<file path="config.mk">
export PLATFORM = sky130hd
export DESIGN_NAME = stopwatch_time_counter_flat
export DESIGN_NICKNAME = d
export VERILOG_FILES = /design/src/rtl/stopwatch_time_counter_pkg.sv /design/src/rtl/stopwatch_time_counter_if.sv /design/src/rtl/stopwatch_time_counter_bcd_digit_counter.sv /design/src/rtl/stopwatch_time_counter.sv /design/src/flat_wrapper.sv
export SDC_FILE = /design/constraint.sdc
export NUM_CORES = 1
export LEC_CHECK = 0
export BUFFER_PORTS_ARGS = -buffer_cell sky130_fd_sc_hd__buf_2
export CAP_MARGIN = 20
export CORE_MARGIN = 4
export CORE_UTILIZATION = 29
export CTS_CLUSTER_DIAMETER = 120
export CTS_CLUSTER_SIZE = 30
export DETAILED_ROUTE_END_ITERATION = 8
export PLACE_DENSITY = 0.55
export SYNTH_ARGS = -nofsm -noshare
export SYNTH_HDL_FRONTEND = slang
export SYNTH_HIERARCHICAL = 1
export SYNTH_SLANG_ARGS = --single-unit
export TNS_END_PERCENT = 100
</file>
<file path="constraint.sdc">
create_clock -name clk_i -period 4.95 [get_ports clk_i]
set_input_delay 0.99 -clock clk_i [delete_from_list [all_inputs] [get_ports clk_i]]
set_output_delay 0.99 -clock clk_i [all_outputs]
set_load 0.02 [all_outputs]
</file>
<file path="src/rtl/stopwatch_time_counter_pkg.sv">
// Stopwatch shared definitions: edit-mode state codes
// and BCD digit constants used by the FSM and the datapath.
package stopwatch_pkg;

    typedef enum logic [2:0] {
        IDLE_S       = 3'd0,
        CHANGE_H_S   = 3'd1,
        CHANGE_TS_S  = 3'd2,
        CHANGE_SEC_S = 3'd3,
        CHANGE_T_S   = 3'd4
    } state_e;

    localparam int          DIGIT_W = 4;
    localparam logic [3:0]  BCD_MAX = 4'd9;

endpackage

</file>
<file path="src/rtl/stopwatch_time_counter_if.sv">
// Stopwatch time-counter bus: control in from the edit FSM,
// run flag / tick / BCD digits out to the FSM and display.
interface stopwatch_time_counter_if;
    import stopwatch_pkg::*;

    logic               start_i;
    logic               clear_i;
    logic [2:0]         state_value_i;
    logic               inc_this_i;
    logic               dev_run_o;
    logic               tick_o;
    logic [DIGIT_W-1:0] hundredths_o;
    logic [DIGIT_W-1:0] tenths_o;
    logic [DIGIT_W-1:0] seconds_o;
    logic [DIGIT_W-1:0] tens_o;

    modport master (
        output start_i, clear_i, state_value_i, inc_this_i,
        input  dev_run_o, tick_o,
        input  hundredths_o, tenths_o, seconds_o, tens_o
    );

    modport slave (
        input  start_i, clear_i, state_value_i, inc_this_i,
        output dev_run_o, tick_o,
        output hundredths_o, tenths_o, seconds_o, tens_o
    );

endinterface

</file>
<file path="src/rtl/stopwatch_time_counter_bcd_digit_counter.sv">
// Single BCD digit: synchronous clear, +1 mod 10 on inc,
// carry_o flags the 9 -> 0 rollover of this cycle.
module bcd_digit_counter
    import stopwatch_pkg::*;
(
    input  logic               clk,
    input  logic               rstn,
    input  logic               clr,
    input  logic               inc,
    output logic [DIGIT_W-1:0] digit,
    output logic               carry_o
);

    logic [DIGIT_W-1:0] r_digit;

    assign digit   = r_digit;
    assign carry_o = inc & (r_digit == BCD_MAX);

    // Digit register; clear has priority, out-of-range wraps to 0
    always_ff @(posedge clk or negedge rstn) begin
        if (!rstn) begin
            r_digit <= '0;
        end else if (clr) begin
            r_digit <= '0;
        end else if (inc) begin
            if (r_digit >= BCD_MAX)
                r_digit <= '0;
            else
                r_digit <= r_digit + DIGIT_W'(1);
        end
    end

endmodule

</file>
<file path="src/rtl/stopwatch_time_counter.sv">
// Stopwatch time-keeping datapath: 100 Hz prescaler, run flag,
// four cascaded BCD digits with no-carry edit increments.
module stopwatch_time_counter
    import stopwatch_pkg::*;
#(
    parameter int CLK_FREQ_HZ = 100_000_000,
    parameter int TICK_HZ     = 100
) (
    input  logic clk_i,
    input  logic rstn_i,
    stopwatch_time_counter_if.slave bus
);

    localparam int PULSE_MAX = CLK_FREQ_HZ / TICK_HZ - 1;
    localparam int PW = (PULSE_MAX < 2) ? 1 : $clog2(PULSE_MAX + 1);
    localparam logic [PW-1:0] PMAX = PW'(PULSE_MAX);

    logic          r_run;
    logic          r_tick;
    logic [PW-1:0] r_presc;

    logic w_tick;
    logic w_clr;
    logic w_edit_h;
    logic w_edit_t;
    logic w_edit_s;
    logic w_edit_ts;
    logic w_inc_h;
    logic w_inc_t;
    logic w_inc_s;
    logic w_inc_ts;
    logic w_carry_h;
    logic w_carry_t;
    logic w_carry_s;
    logic w_unused_wrap;

    assign w_tick = r_run & (r_presc == PMAX);
    assign w_clr  = bus.clear_i & ~r_run;

    // Edit-digit select; only honoured while stopped
    always_comb begin
        w_edit_h  = 1'b0;
        w_edit_t  = 1'b0;
        w_edit_s  = 1'b0;
        w_edit_ts = 1'b0;
        if (!r_run && bus.inc_this_i) begin
            case (bus.state_value_i)
                CHANGE_H_S:   w_edit_h  = 1'b1;
                CHANGE_T_S:   w_edit_t  = 1'b1;
                CHANGE_SEC_S: w_edit_s  = 1'b1;
                CHANGE_TS_S:  w_edit_ts = 1'b1;
                default:      ;
            endcase
        end
    end

    // Carries only propagate while running so edits never ripple
    assign w_inc_h  = w_tick | w_edit_h;
    assign w_inc_t  = (w_carry_h & r_run) | w_edit_t;
    assign w_inc_s  = (w_carry_t & r_run) | w_edit_s;
    assign w_inc_ts = (w_carry_s & r_run) | w_edit_ts;

    // Run flag and prescaler; prescaler holds while stopped
    always_ff @(posedge clk_i or negedge rstn_i) begin
        if (!rstn_i) begin
            r_run   <= 1'b0;
            r_tick  <= 1'b0;
            r_presc <= '0;
        end else begin
            r_tick <= w_tick;
            if (bus.start_i)
                r_run <= ~r_run;
            if (w_clr)
                r_presc <= '0;
            else if (w_tick)
                r_presc <= '0;
            else if (r_run)
                r_presc <= r_presc + PW'(1);
        end
    end

    assign bus.dev_run_o = r_run;
    assign bus.tick_o    = r_tick;

    bcd_digit_counter u_hund (
        .clk     (clk_i),
        .rstn    (rstn_i),
        .clr     (w_clr),
        .inc     (w_inc_h),
        .digit   (bus.hundredths_o),
        .carry_o (w_carry_h)
    );

    bcd_digit_counter u_tenth (
        .clk     (clk_i),
        .rstn    (rstn_i),
        .clr     (w_clr),
        .inc     (w_inc_t),
        .digit   (bus.tenths_o),
        .carry_o (w_carry_t)
    );

    bcd_digit_counter u_sec (
        .clk     (clk_i),
        .rstn    (rstn_i),
        .clr     (w_clr),
        .inc     (w_inc_s),
        .digit   (bus.seconds_o),
        .carry_o (w_carry_s)
    );

    bcd_digit_counter u_tens (
        .clk     (clk_i),
        .rstn    (rstn_i),
        .clr     (w_clr),
        .inc     (w_inc_ts),
        .digit   (bus.tens_o),
        .carry_o (w_unused_wrap)
    );

endmodule

</file>
<file path="src/flat_wrapper.sv">
// flat-port wrapper written by rule: the top's interface ports become plain ports
module stopwatch_time_counter_flat import stopwatch_pkg::*;
#(
    parameter int CLK_FREQ_HZ = 100_000_000,
    parameter int TICK_HZ     = 100
)
  (clk_i, rstn_i, bus_start_i, bus_clear_i, bus_state_value_i, bus_inc_this_i, bus_dev_run_o, bus_tick_o, bus_hundredths_o, bus_tenths_o, bus_seconds_o, bus_tens_o);
  stopwatch_time_counter_if bus_i ();
  input  logic clk_i;
  input  logic rstn_i;
  input wire logic [$bits(bus_i.start_i)-1:0] bus_start_i;
  input wire logic [$bits(bus_i.clear_i)-1:0] bus_clear_i;
  input wire logic [$bits(bus_i.state_value_i)-1:0] bus_state_value_i;
  input wire logic [$bits(bus_i.inc_this_i)-1:0] bus_inc_this_i;
  output wire logic [$bits(bus_i.dev_run_o)-1:0] bus_dev_run_o;
  output wire logic [$bits(bus_i.tick_o)-1:0] bus_tick_o;
  output wire logic [$bits(bus_i.hundredths_o)-1:0] bus_hundredths_o;
  output wire logic [$bits(bus_i.tenths_o)-1:0] bus_tenths_o;
  output wire logic [$bits(bus_i.seconds_o)-1:0] bus_seconds_o;
  output wire logic [$bits(bus_i.tens_o)-1:0] bus_tens_o;
  assign bus_i.start_i = bus_start_i;
  assign bus_i.clear_i = bus_clear_i;
  assign bus_i.state_value_i = bus_state_value_i;
  assign bus_i.inc_this_i = bus_inc_this_i;
  assign bus_dev_run_o = bus_i.dev_run_o;
  assign bus_tick_o = bus_i.tick_o;
  assign bus_hundredths_o = bus_i.hundredths_o;
  assign bus_tenths_o = bus_i.tenths_o;
  assign bus_seconds_o = bus_i.seconds_o;
  assign bus_tens_o = bus_i.tens_o;
  stopwatch_time_counter #(.CLK_FREQ_HZ(CLK_FREQ_HZ), .TICK_HZ(TICK_HZ)) u_core (.clk_i(clk_i), .rstn_i(rstn_i), .bus(bus_i));
endmodule
</file>
After elaboration in Yosys (flattened, before gate mapping)
Index checks and enable logic that the tools add are counted.
Storage, ports and cells
  register bits after elaboration: 38
  latch bits: 0
  RAM bits: 0
  bits in read-only memories: 0
  logic and storage cells: 67
  memories: 0
Operators by class
  add/sub/neg operators: 5
  multipliers: 0
  divide/modulo/power cells: 0
  order comparisons: 4
  equal/unequal tests: 8
  shift-type cells: 0
  mux-type cells: 23
  bitwise gates (word level): 13
  reduce and logical (&&, ||, !) cells: 7
Operators by type and width (number)
  two-way mux 20 bit: 3
  two-way mux 4 bit: 12
  adder 20 x 1 -> 20 bit (second input constant): 1
  equality test 20 bit (second input constant): 1
  adder 4 x 1 -> 4 bit (second input constant): 4
  >= comparator 4 bit (second input constant): 4
  equality test 4 bit (second input constant): 3
  AND 1 bit: 8
  two-way mux 1 bit: 8
  nonzero test 2 bit: 4
  equality test 3 x 2 -> 1 bit (second input constant): 2
  OR 1 bit: 4
  equality test 3 x 1 -> 1 bit (second input constant): 1
  equality test 3 bit (second input constant): 1
  nonzero test 3 bit: 1
  logical AND 1 bit: 1
  zero test 1 bit: 1
  inverter 1 bit: 1

Longest topological paths before layout
  depth after elaboration: 15
  mapped depth: 15
  mapped depth without buffers: 15

By module
Netlist, hierarchy kept.
Modules (own cells, without submodules)
  stopwatch_time_counter: times used 1, cells each 148, area an instance 1317.5 um^2
  bcd_digit_counter: times used 4, cells each 22, area an instance 246.5 um^2

Worst setup path before layout
No wires, ideal clock.
  path type: input to register
  from: input port bus_inc_this_i
  to: register u_core.u_tens.r_digit[0] (netlist: u_core/u_tens/digit[0])
  library setup time: 0.125 ns
  data arrival time: 3.373 ns
  data required time: 4.825 ns
  slack: 1.452 ns
  stages on the path: 14
  path buffers: 0
  cells stage by stage: nor2b_1 nand2_1 nor3_1 or2_2 and4_1 a22o_1 and4_1 nand2_1 o21ai_0 and4_1 a32o_1 or2b_2 a21oi_2 mux2_2
Between the ends
  cells in the longest elaborated chain, start to end: 13
Ends and longest elaborated chain
  from (decl): line flat_wrapper.sv:14  | input wire logic [$bits(bus_i.inc_this_i)-1:0] bus_inc_this_i;
  logical AND 1 bit: line stopwatch_time_counter.sv:46  | if (!r_run && bus.inc_this_i) begin
  two-way mux 1 bit: line stopwatch_time_counter.sv:46
  OR 1 bit: line stopwatch_time_counter.sv:58  | assign w_inc_h = w_tick | w_edit_h;
  named net u_core.w_inc_h: line stopwatch_time_counter.sv:28  | logic w_inc_h;
  AND 1 bit: line stopwatch_time_counter_bcd_digit_counter.sv:17  | assign carry_o = inc & (r_digit == BCD_MAX);
  named net u_core.w_carry_h: line stopwatch_time_counter.sv:32  | logic w_carry_h;
  AND 1 bit: line stopwatch_time_counter.sv:59  | assign w_inc_t = (w_carry_h & r_run) | w_edit_t;
  OR 1 bit: line stopwatch_time_counter.sv:59
  named net u_core.w_inc_t: line stopwatch_time_counter.sv:29  | logic w_inc_t;
  (+1 left out)
  named net u_core.w_carry_t: line stopwatch_time_counter.sv:33  | logic w_carry_t;
  (+1 left out)
  OR 1 bit: line stopwatch_time_counter.sv:60  | assign w_inc_s = (w_carry_t & r_run) | w_edit_s;
  named net u_core.w_inc_s: line stopwatch_time_counter.sv:30  | logic w_inc_s;
  AND 1 bit: line stopwatch_time_counter_bcd_digit_counter.sv:17
  named net u_core.w_carry_s: line stopwatch_time_counter.sv:34  | logic w_carry_s;
  AND 1 bit: line stopwatch_time_counter.sv:61  | assign w_inc_ts = (w_carry_s & r_run) | w_edit_ts;
  OR 1 bit: line stopwatch_time_counter.sv:61
  named net u_core.w_inc_ts: line stopwatch_time_counter.sv:31  | logic w_inc_ts;
  nonzero test 2 bit (no line)
  to (signal assigned): line stopwatch_time_counter_bcd_digit_counter.sv:29  | r_digit <= r_digit + DIGIT_W'(1);
  to (decl): line stopwatch_time_counter_bcd_digit_counter.sv:14  | logic [DIGIT_W-1:0] r_digit;
The timed path passes the listed nets, and every way through them passes these cells.
A chain may end at the register's enable or synchronous reset.

Worst setup path after layout
  from: register u_core.r_presc[0]
  to: register u_core.u_tens.r_digit[2] (netlist: u_core/u_tens/digit[2])
Between the ends
  cells in the longest elaborated chain, start to end: 13
Ends and longest elaborated chain
  from (decl): line stopwatch_time_counter.sv:20  | logic [PW-1:0] r_presc;
  from (signal assigned): line stopwatch_time_counter.sv:78  | r_presc <= r_presc + PW'(1);
  equality test 20 bit: line stopwatch_time_counter.sv:37  | assign w_tick = r_run & (r_presc == PMAX);
  AND 1 bit: line stopwatch_time_counter.sv:37
  OR 1 bit: line stopwatch_time_counter.sv:58
  named net u_core.w_inc_h: line stopwatch_time_counter.sv:28
  AND 1 bit: line stopwatch_time_counter_bcd_digit_counter.sv:17
  named net u_core.w_carry_h: line stopwatch_time_counter.sv:32
  AND 1 bit: line stopwatch_time_counter.sv:59
  OR 1 bit: line stopwatch_time_counter.sv:59
  named net u_core.w_inc_t: line stopwatch_time_counter.sv:29
  (+1 left out)
  named net u_core.w_carry_t: line stopwatch_time_counter.sv:33
  (+1 left out)
  OR 1 bit: line stopwatch_time_counter.sv:60
  named net u_core.w_inc_s: line stopwatch_time_counter.sv:30
  AND 1 bit: line stopwatch_time_counter_bcd_digit_counter.sv:17
  named net u_core.w_carry_s: line stopwatch_time_counter.sv:34
  AND 1 bit: line stopwatch_time_counter.sv:61
  OR 1 bit: line stopwatch_time_counter.sv:61
  named net u_core.w_inc_ts: line stopwatch_time_counter.sv:31
  nonzero test 2 bit (no line)
The timed path passes the listed nets, and every way through them passes these cells.

==> metrics.yaml <==
route:
  drc: 0
  via_count: 1903
  antenna_left: 0
  drtIter0Drc: 81
  drt_wl_total_um: 5000
  via_per_inst: 5.24
  dr.pass1.iters: 4
  post_drt_wl_per_cell_um: 13.8
layout:
  antennaDiodeCount: 0
  fin_nets: 281
  drive_gt1_share_pct: 23.0
  layout_commonest_cell: "dfrtp_1"
  layout_common_cells: "38 x dfrtp_1, 25 x buf_2, 19 x inv_1"
  area_growth_pct: 15.4
worst_setup_path:
  crit_type: "flop to flop"
  r2r_start: "u_core/r_presc[0]"
  timing.rr.end: "u_core/u_tens/digit[2]"
  rr_worst_depth: 15
  worst_ep_arrival_time_ns: 4.03
  cp-end-kind: "flop"
  r2r_setup_slack_ns: 1.15
  critPathMaxFanout: 8
  crit_required_ns: 5.18
  startpoint_type: "flop"
synth:
  syn_area_per_cell_um2: 9.76
  syn_inst: 235
  netlist_area_mm2: 0.00229
  synth_fp_nets: 256
  yosys_warnings: 6
clock_network:
  cts_tree: "built"
  htree_levels: 2
  post_cts_buffers: 0
  clockRootBuffer: "clkbuf_8"
  cts_buffers: 5
  clk_pin_slew_ns: 0.08
  clock_latency_ns: 0.29
  cts_hold_buffers: 0
  ctsResizeCount: 0
  clockBufferDepth: 2
  cts_sinks: 38
timing:
  drv_slew: 0
  setup_viol: 0
  min_period_ns: 3.80
  fin_crit_sh_pct: 76.8
  clock_skew_ns: 0.00426
  worst_pin_slew_ns: 0.989
  slew-limit-headroom_pct: 33.9
  hold_viol: 0
  tns_ns: 0
  rsz0062_at_grt: "false"
  fmax_ghz: 0.263
global_routing:
  grt_pass1_vias: 1845
  antenna_found_initial: 0
  grt_pass1_wl_um: 8820
  grt_max_degree: 39
  grtUsageTotal_pct: 11.2
  grt_overflow: 0
floorplan:
  die_x_um: 97.0
  dieHeight_um: 97.0
  rows: 32
  io_pins: 26
  core_mm2: 0.00773
  start_util_pct: 29.7
  die_area_mm2: 0.00940
hold_path:
  hold_end: "u_core/r_presc[18]"
  worstHoldStart: "u_core/r_presc[18]"
  worstHoldPathCells: 1
  hold_class: "flop to flop"
placement:
  gp_congestion: 0.784
  port_buffers: 25
  hpwl_um: 3530
pwr:
  leakage_uw: 0.00123
  ir_worst_vdd_mv: 0.130
  p_per_area_mw_per_mm2: 371
  total_power_uw: 983
status:
  status: "finished clean"
flow_run:
  maxCapViolCount: 0
report_power, final:
group	leakage (uW)	internal, uW	switching [uW]
clock network	0.0000714	215	113
logic	0.000632	100	177
registers	0.000524	339	38.0
layout make-up:
type / instances / area [um^2]
multi-input combinational: 170 / 1220
timing repair buffer: 26 / 133
clock inverter: 2 / 60.1
sequential: 38 / 951
tap: 102 / 128
inverter: 19 / 71.3
fill: 807 / 5080
clock buffer: 6 / 82.6
flip-flops by register name, summed over array words and instances, names as in the netlist:
name,cells
u_core/r_presc,20
u_core/u_hund/digit,4
u_core/u_sec/digit,4
u_core/u_tens/digit,4
u_core/u_tenth/digit,4
u_core/bus.dev_run_o,1
u_core/bus.tick_o,1
worst max-delay path: stages (launching register included):
cell and delay [ns]:
dfrtp_1 0.42, ha_1 0.23, and3_1 0.21, nand3_1 0.27, nor3_1 0.35, or2_2 0.22
and4_1 0.20, a22o_1 0.23, and4_1 0.21, nand2_1 0.05, o21ai_0 0.22, and4_1 0.27
a32o_1 0.21, or2b_2 0.32, a21oi_2 0.16, a32o_2 0.18
metal layers:
layer | part of all wire, % | track usage, % | vias to the layer above
li1 | - | - | 916
met1 | 49 | 14.9 | 943
met2 | 46 | 18.0 | 36
met3 | 3.7 | 2.67 | 8
met4 | 1.2 | 3.24 | 0
met5 | 0 | 0 | -
how the worst max path moves through the flow:
stage,start,end,slack [ns],cells past startpoint
floorplan,bus_inc_this_i,u_core/u_tens/digit[0],1.46,14
CTS,u_core/r_presc[0],u_core/u_tens/digit[2],1.17,15
global route,u_core/r_presc[0],u_core/u_tens/digit[2],0.88,15
detailed placement,bus_inc_this_i,u_core/u_tens/digit[0],1.14,15
global placement,bus_inc_this_i,u_core/u_tens/digit[0],1.21,15
finish,u_core/r_presc[0],u_core/u_tens/digit[2],1.15,15
metrics by stage:
| stage | instance area (um^2) | cells | setup WS, ns | hold slack, ns | util (%) |
|---|---|---|---|---|---|
| 2_1_floorplan | 2290 | 235 | 1.46 | 0.451 | - |
| 3_3_place_gp | 2510 | 355 | 1.21 | 0.463 | 32.4 |
| 3_5_place_dp | 2510 | 355 | 1.14 | 0.477 | 32.4 |
| 4_1_cts | 2650 | 363 | 1.17 | 0.490 | 34.3 |
| 5_1_grt | 2650 | 363 | 0.883 | 0.511 | 34.3 |
| 6_report | 2650 | 363 | 1.15 | 0.491 | 34.3 |
Power figures use the tool's default switching activity.
